`config.mk`:
```
export PLATFORM = sky130hd
export DESIGN_NAME = fetch_ctrl
export DESIGN_NICKNAME = d
export VERILOG_FILES = /design/src/rtl/riscv_fetch_pkg.sv /design/src/rtl/REGISTER_R.sv /design/src/rtl/fetch_ctrl.sv
export SDC_FILE = /design/constraint.sdc
export NUM_CORES = 1
export LEC_CHECK = 0
export ABC_AREA = 1
export CAP_MARGIN = 20
export CORE_MARGIN = 1
export CORE_UTILIZATION = 40
export CTS_CLUSTER_SIZE = 24
export DETAILED_ROUTE_END_ITERATION = 10
export GPL_ROUTABILITY_DRIVEN = 0
export PLACE_DENSITY = 0.92
export SYNTH_ARGS = -nofsm -noshare
export SYNTH_HDL_FRONTEND = slang
export SYNTH_SLANG_ARGS = --single-unit
```
`constraint.sdc`:
```
create_clock -name clk -period 2.05 [get_ports clk]
set_input_delay 0.41 -clock clk [delete_from_list [all_inputs] [get_ports clk]]
set_output_delay 0.41 -clock clk [all_outputs]
set_load 0.01 [all_outputs]
```
`src/rtl/riscv_fetch_pkg.sv`:
```
// Shared fetch-sequencer constants: FSM state encoding and instruction alignment.
package riscv_fetch_pkg;

  localparam logic [1:0] BOOT = 2'd0;
  localparam logic [1:0] RUN  = 2'd1;
  localparam logic [1:0] KILL = 2'd2;

  localparam int ALIGN_BITS = 2;
  localparam int KILL_W     = 3;

endpackage

```
`src/rtl/REGISTER_R.sv`:
```
// Reset-register primitive: D flip-flop bank with synchronous active-high reset to INIT.
module REGISTER_R #(
  parameter int           N    = 1,
  parameter logic [N-1:0] INIT = '0
) (
  input  logic         clk,
  input  logic         rst,
  input  logic [N-1:0] d,
  output logic [N-1:0] q
);

  always_ff @(posedge clk) begin
    if (rst) q <= INIT;
    else     q <= d;
  end

endmodule

```
`src/rtl/fetch_ctrl.sv`:
```
// Fetch sequencer: selects the next PC (reset/trap/redirect/stall/sequential),
// squashes wrong-path fetches after a redirect and flags misaligned targets.
//
// state | meaning
// BOOT  | first cycle after reset, imem output not yet valid
// RUN   | sequential fetch, imem output valid
// KILL  | wrong-path bubbles after a redirect or trap, counted by kill_cnt
module fetch_ctrl
  import riscv_fetch_pkg::*;
#(
  parameter int                AWIDTH       = 32,
  parameter logic [AWIDTH-1:0] RESET_PC_VAL = '0,
  parameter int                KILL_CYCLES  = 2
) (
  input  logic              clk,
  input  logic              rst,
  input  logic              stall_in,
  input  logic              redirect_valid_in,
  input  logic [AWIDTH-1:0] redirect_target_in,
  input  logic              trap_valid_in,
  input  logic [AWIDTH-1:0] trap_vector_in,
  input  logic [AWIDTH-1:0] pc_in,
  output logic              pc_sel_out,
  output logic [AWIDTH-1:0] pc_new_out,
  output logic              fetch_valid_out,
  output logic              misalign_err_out,
  output logic [31:0]       redirect_count_out
);

  localparam logic [AWIDTH-1:0] ALIGN_MASK = AWIDTH'((1 << ALIGN_BITS) - 1);
  localparam logic [KILL_W-1:0] KILL_LOAD  = KILL_W'(KILL_CYCLES);

  logic [1:0]        state_q, state_d;
  logic [KILL_W-1:0] kill_q, kill_d;
  logic [31:0]       count_d;
  logic              misalign_d;
  logic              accept;

  assign accept = !rst && (trap_valid_in || redirect_valid_in);

  always_comb begin
    pc_sel_out = 1'b1;
    pc_new_out = pc_in;
    if (rst)                    pc_new_out = RESET_PC_VAL;
    else if (trap_valid_in)     pc_new_out = trap_vector_in & ~ALIGN_MASK;
    else if (redirect_valid_in) pc_new_out = redirect_target_in & ~ALIGN_MASK;
    else if (!stall_in)         pc_sel_out = 1'b0;
  end

  // A redirect/trap overrides stall; otherwise stall freezes state and kill_cnt.
  always_comb begin
    state_d = state_q;
    kill_d  = kill_q;
    if (accept) begin
      state_d = KILL;
      kill_d  = KILL_LOAD;
    end else if (!stall_in) begin
      case (state_q)
        BOOT: state_d = RUN;
        KILL: begin
          if (kill_q == KILL_W'(1)) begin
            state_d = RUN;
            kill_d  = '0;
          end else begin
            kill_d  = kill_q - KILL_W'(1);
          end
        end
        default: state_d = state_q;
      endcase
    end
  end

  assign misalign_d = !rst && !trap_valid_in && redirect_valid_in &&
                      ((redirect_target_in & ALIGN_MASK) != '0);

  always_comb begin
    count_d = redirect_count_out;
    if (accept && (redirect_count_out != 32'hFFFF_FFFF))
      count_d = redirect_count_out + 32'd1;
  end

  REGISTER_R #(.N(2), .INIT(BOOT)) u_state_reg (
    .clk (clk), .rst (rst), .d (state_d), .q (state_q)
  );

  REGISTER_R #(.N(KILL_W), .INIT('0)) u_kill_reg (
    .clk (clk), .rst (rst), .d (kill_d), .q (kill_q)
  );

  REGISTER_R #(.N(32), .INIT('0)) u_count_reg (
    .clk (clk), .rst (rst), .d (count_d), .q (redirect_count_out)
  );

  REGISTER_R #(.N(1), .INIT(1'b0)) u_misalign_reg (
    .clk (clk), .rst (rst), .d (misalign_d), .q (misalign_err_out)
  );

  assign fetch_valid_out = (state_q == RUN);

endmodule

```
==> results of run 1 <==
-- cell families (layout without fill, tap and decap cells) --
logic type / after synthesis / after routing
flip-flops: 38 / 38
AND/OR/NAND/NOR: 386 / 386
adder cells (fa/ha/maj): 3 / 3
AO/OA/AOI/OAI: 38 / 38
buffers and inverters: 80 / 256
XOR/XNOR: 1 / 1
-- placed cells by master, fill, tap and decap left out, drive strengths merged, types with 2 or more instances in the layout --
master,Yosys,layout
nor2,100,100
inv,57,57
clkdlybuf4s50,0,129
clkbuf,9,11
clkdlybuf4s15,0,7
o21ai,3,3
a22oi,2,2
dlymetal6s2s,0,4
dlygate4sd2,0,19
buf,14,27
dfxtp,38,38
nand4,5,5
nand3,85,85
a21oi,32,32
ha,3,3
nand2,189,189
nor3,5,5
-- flip-flops by register name (all words and copies together), names as in the netlist --
| name | count |
|---|---|
| u_kill_reg.q | 3 |
| u_count_reg.q | 32 |
| u_misalign_reg.q | 1 |
| u_state_reg.q | 2 |
-- routing by layer --
metal / track usage / up-vias
met2: 0.561 / 242
met1: 0.298 / 1937
li1: - / 2071
met5: 0 / -
met4: 0.176 / 0
met3: 0.0499 / 59
-- timing repair --
item	4_1_cts	5_1_grt
gates cloned	1	0
hold buffers	0	0
gates resized for setup	44	22
endpoints found under the setup margin	34	38
pin swaps	1	0
endpoints found under the hold margin	0	0
buffers inserted	2	2
-- per-stage QoR --
step,power [mW],TNS (ns),utilization,worst slack [ns]
finish,1.85,0,0.692,0.0429
global route,1.92,0,0.692,0.00226
CTS,1.84,0,0.687,0.00513
detailed placement,1.33,-17.65,0.672,-0.472
global placement,1.32,-15.40,0.672,-0.418
floorplan,0.968,0,-,0.394
-- power by group --
part / internal [mW] / switching [mW] / total [mW]
clock: 0.271 / 0.272 / 0.544
sequential: 0.749 / 0.0110 / 0.760
combinational: 0.316 / 0.225 / 0.541
-- final timing paths --
check / slack (ns) / cells past startpoint / to
worst max-delay path: 0.04 / 11 / pc_new_out[25]
worst min-delay path: 0.44 / 3 / u_misalign_reg.q
worst max register to register: 0.13 / 10 / u_count_reg.q[28]
worst min register to register: 0.48 / 2 / u_kill_reg.q[2]
-- cell type report --
type | count | area [um2]
Multi-Input combinational cell | 428 | 1950
Clock buffer | 7 | 86.3
Tap cell | 99 | 124
Sequential cell | 38 | 761
Timing Repair Buffer | 191 | 1900
Clock inverter | 1 | 5.00
Inverter | 57 | 216
Fill cell | 637 | 2250
-- worst max-delay path: stages --
cell             delay [ns]
buf_4                  0.13
inv_2                  0.07
nand2_2                0.07
inv_2                  0.09
buf_4                  0.11
bufbuf_16              0.27
nand2_1                0.05
nand3_1                0.06
nand2_1                0.05
inv_1                  0.05
clkdlybuf4s15_1        0.23
==> summary.txt, run 1 <==
Run status
  • Status: finished, final reports clean

STA
  • Final period util: 0.979
  • Peak Freq: 0.498 GHz
  • Setup Skew: 0.00334 ns
  • Hold Worst Slack: 0.437 ns
  • Min Tclk post-route: 2.01 ns
  • Slew Viols, Final: 0
  • Hold Vio Cnt, Final: 0
  • Worst slew margin: 0.777
  • RSZ-0062 raised after global routing: no
  • Worst slew pin tran: 0.334 ns
  • Final setup violating endpoints: 0

Yosys
  • #FFs+latches synth: 38
  • Synth Warn #: 0
  • Fraction of the mapped netlist area in simple logic gates: 0.552
  • Synth top area cells: dfxtp_1 25%, nand2_1 23%, nand3_1 13%
  • Post-Syn Instances: 546
  • Largest area contributor in the netlist: dfxtp_1
  • Synth Area in Compound Gates: 0.0654
  • Number of enable flip-flop cells after synthesis: 0
  • Yosys top cell area share: 0.250
  • Syn nets: 650
  • Post-synthesis async set-or-reset flop share: 0
  • Largest family of logic cells by synthesized area: simple AND/OR/NAND/NOR gates
  • Synth Area in XOR/XNOR: 0.00288
  • Synthesized area: 3040 um2
  • Top_reg_cell synth: dfxtp_1
  • Syn Area/Cell: 5.58 um2
  • Post-synth cell types: 26
  • Multiplexer share of the synthesized area: 0
  • Post-Synth Adder-Cell Area: 0.0123
  • Top post-synthesis cells by count: 183 x nand2_1, 90 x nor2_1, 78 x nand3_1
  • Sequential area share after synthesis: 0.250
  • Most common cell in the synthesized netlist: nand2_1

Place
  • Placement Cell Area: 4900 um2
  • Hpwl dp: 8870 um
  • Placed Cells: 808
  • Port bufs: 165

Worst hold path
  • Worst hold path class: input port to flop
  • Hold_sp: redirect_valid_in

Drt
  • WL final: 11500 um
  • DRT iter0 DRCs: 210
  • Routed length per placed instance: 14.0 um
  • Drt pass-1 iters: 5
  • Via density: 5.25
  • Vias: 4309
  • DR WL met2: 6030 um
  • Met3 WL: 780 um
  • Top Metal Used: met4
  • M1 WL: 4040 um
  • Post-route ant nets: 0
  • # DRC: 0

Die
  • Core box area: 7290 um2
  • Die height: 89.2 um
  • Row count: 31
  • Die width: 89.2 um
  • Die footprint: 7960 um2
  • I/O pin total: 168
  • Initial Util: 0.417

Critical path
  • Max Fanout on Critical Path: 15
  • Worst Path Arrival: 1.60 ns
  • Critical Path Start: trap_valid_in
  • CP endpoint kind: primary output
  • Setup Crit Path Kind: input port to primary output
  • Reg2reg start: u_count_reg.q[0]
  • CP Launch Type: input port
  • Worst endpoint required time: 1.64 ns

Clock network
  • Htree depth: 2
  • CTS tree: yes
  • CTS Root Buffer Type: clkbuf_8
  • # clock sinks: 38
  • Reg clk slew, reported paths: 0.08 ns
  • Number of buffers created by CTS: 5
  • Max Root-Sink Buffers: 2
  • Clock Latency Late Sink: 0.30 ns

Pwr
  • Pwr Density: 366 nW/um2
  • Max VDD drop: 0.000250 V
  • P_leak: 2.24 nW

Flow run
  • Total of max-cap violations: 0

Cells and area
  • Design area: 5040 um2
  • # diodes: 0
  • Area delta synth->final: 65.7%
  • Final Non-Filler Cells: 821
  • NumNets Final: 825
  • Layout cells sized above 1: 0.0942

GRT
  • First-pass GRT wire length: 18200 um
  • Total congestion overflow: 0
  • Total GRT Usage: 0.294
  • Pin count of the biggest net entering global routing: 33
  • Initial antenna violation count: 0
  • Vias in the first global route: 4085
Note: power is estimated with default switching activity, not from simulation.
==> inputs of run 2 (changes only) <==
--- a/config.mk
+++ b/config.mk
@@ -8,11 +8,11 @@
 export ABC_AREA = 1
 export CAP_MARGIN = 20
 export CORE_MARGIN = 1
-export CORE_UTILIZATION = 40
+export CORE_UTILIZATION = 43
 export CTS_CLUSTER_SIZE = 24
 export DETAILED_ROUTE_END_ITERATION = 10
 export GPL_ROUTABILITY_DRIVEN = 0
-export PLACE_DENSITY = 0.92
+export PLACE_DENSITY = 0.95
 export SYNTH_ARGS = -nofsm -noshare
 export SYNTH_HDL_FRONTEND = slang
 export SYNTH_SLANG_ARGS = --single-unit
==> constraint.sdc (replaced) <==
create_clock -name clk -period 2.4 [get_ports clk]
set_input_delay 0.48 -clock clk [delete_from_list [all_inputs] [get_ports clk]]
set_output_delay 0.48 -clock clk [all_outputs]
set_load 0.01 [all_outputs]
==> summary.txt, run 2 (synthesis gave the netlist of run 1 again) <==
Run status
  • Status: finished with violations
  • Failing checks: negative setup slack

Die
  • Die height: 86.1 um
  • Die footprint: 7420 um2
  • Initial Util: 0.446
  • Core box area: 6830 um2
  • Die width: 86.1 um
  • I/O pin total: 168
  • Row count: 30

GRT
  • Total congestion overflow: 0
  • First-pass GRT wire length: 17900 um
  • Vias in the first global route: 4264
  • Total GRT Usage: 0.302
  • Initial antenna violation count: 0
  • Pin count of the biggest net entering global routing: 35

Cells and area
  • Design area: 4930 um2
  • Most frequent cells in the layout: 183 x nand2_1, 140 x clkdlybuf4s50_1, 90 x nor2_1, 78 x nand3_1, 54 x inv_1
  • Max reg flops: 32
  • # diodes: 0
  • Commonest non-fill, non-tap cell in the layout: nand2_1
  • Largest registers: u_count_reg.q: 32 flops, u_kill_reg.q: 3 flops, u_state_reg.q: 2 flops
  • Final Non-Filler Cells: 813
  • Layout cells sized above 1: 0.0781
  • Biggest register: u_count_reg.q
  • NumNets Final: 821
  • Area delta synth->final: 62.1%

Pwr
  • P_leak: 2.16 nW
  • Final Power: 1.52 mW
  • Max VDD drop: 0.000175 V
  • Pwr Density: 309 nW/um2

Critical path
  • CP endpoint kind: primary output
  • Critical path cell sequence: clkdlybuf4s50_1, nor2_1, buf_6, nand2_1, nand3_1, nand2_1, inv_1, clkdlybuf4s50_1
  • Max Fanout on Critical Path: 15
  • Worst Path Arrival: 2.09 ns
  • Worst endpoint required time: 1.92 ns
  • Worst path max stage delay: 0.53 ns
  • Setup Crit Path Kind: input port to primary output
  • CP Launch Type: input port
  • Crit path max-delay cell type: clkdlybuf4s50_1

Drt
  • Top Metal Used: met4
  • Post-route ant nets: 0
  • Drt pass-1 iters: 5
  • DR WL met2: 5480 um
  • Vias: 4203
  • # DRC: 0
  • Met3 WL: 944 um
  • Via density: 5.17
  • WL final: 11000 um
  • M1 WL: 3950 um
  • Routed length per placed instance: 13.5 um
  • DRT iter0 DRCs: 256

STA
  • Final setup violating endpoints: 9
  • Hold Vio Cnt, Final: 0
  • Worst slew pin tran: 0.362 ns
  • Worst slew margin: 0.759
  • Hold Worst Slack: 0.482 ns
  • Peak Freq: 0.389 GHz
  • RSZ-0062 raised after global routing: yes
  • Final WS setup: -0.174 ns
  • Final TNS setup: -1.40 ns
  • Setup Skew: 0.0145 ns
  • Slew Viols, Final: 0
  • Final period util: 1.07
  • Min Tclk post-route: 2.57 ns

Clock network
  • Clock Latency Late Sink: 0.30 ns
  • Reg clk slew, reported paths: 0.07 ns
  • # clock sinks: 38
  • CTS tree: yes
  • Htree depth: 2
  • Postcts setup bufs: 0
  • Max Root-Sink Buffers: 2
  • CTS Root Buffer Type: clkbuf_8
  • Number of buffers created by CTS: 5

Place
  • Port bufs: 165
  • Hpwl dp: 8710 um
  • Placement Cell Area: 4870 um2
  • Placed Cells: 806

Worst hold path
  • Worst hold path class: flop to flop

Flow run
  • Total of max-cap violations: 0
## run 2: worst paths after layout
check	start	endpoint	slack (ns)	depth (start not counted)
max	redirect_valid_in	pc_new_out[15]	-0.17	8
min	u_kill_reg.q[2]	u_kill_reg.q[2]	0.48	2
max reg2reg	u_count_reg.q[0]	u_count_reg.q[16]	0.44	9
min reg2reg	u_kill_reg.q[2]	u_kill_reg.q[2]	0.48	2
## run 2: critical path: cells and delay by family
| family | cells | cell delay (ns) |
|---|---|---|
| simple gates | 4 | 0.39 |
| buf+inv | 4 | 1.22 |
## run 2: report_power, final
| group | switching (mW) | total [mW] | internal [mW] |
|---|---|---|---|
| clock | 0.226 | 0.421 | 0.195 |
| sequential | 0.00923 | 0.649 | 0.640 |
| combinational | 0.184 | 0.453 | 0.269 |
## run 2: through the flow
step / utilization / worst slack [ns]
final: 0.722 / -0.174
after global placement: 0.712 / -0.213
after floorplan: - / 0.604
after CTS: 0.721 / -0.174
after global routing: 0.722 / -0.270
after detailed placement: 0.712 / -0.234
## run 2: layout make-up
cell class                 instances  area [um2]
clock buffer                       5        68.8
clock inverter                     2        10.0
fill                             552        1900
inverter                          57         216
multi-input combinational        428        1930
sequential                        38         761
tap                               96         120
timing repair buffer             187        1830
## run 2: timing repair
action | in CTS | in global routing
setup endpoints to repair | 33 | 13
cloned | 0 | 0
hold buffers | 0 | 0
resized for setup | 25 | 4
## run 2: metal layers
metal / track usage / vias up
li1: - / 2055
met1: 0.294 / 1842
met2: 0.551 / 245
met3: 0.0808 / 61
met4: 0.211 / 0
met5: 0 / -
==> inputs of run 3 (changes only) <==
--- a/config.mk
+++ b/config.mk
@@ -12,6 +12,7 @@
 export CTS_CLUSTER_SIZE = 24
 export DETAILED_ROUTE_END_ITERATION = 10
 export GPL_ROUTABILITY_DRIVEN = 0
+export HOLD_SLACK_MARGIN = 0.12
 export PLACE_DENSITY = 0.95
 export SYNTH_ARGS = -nofsm -noshare
 export SYNTH_HDL_FRONTEND = slang
==> results of run 3 <==
Final layout, timing and power as in run 2 (identical DEF).
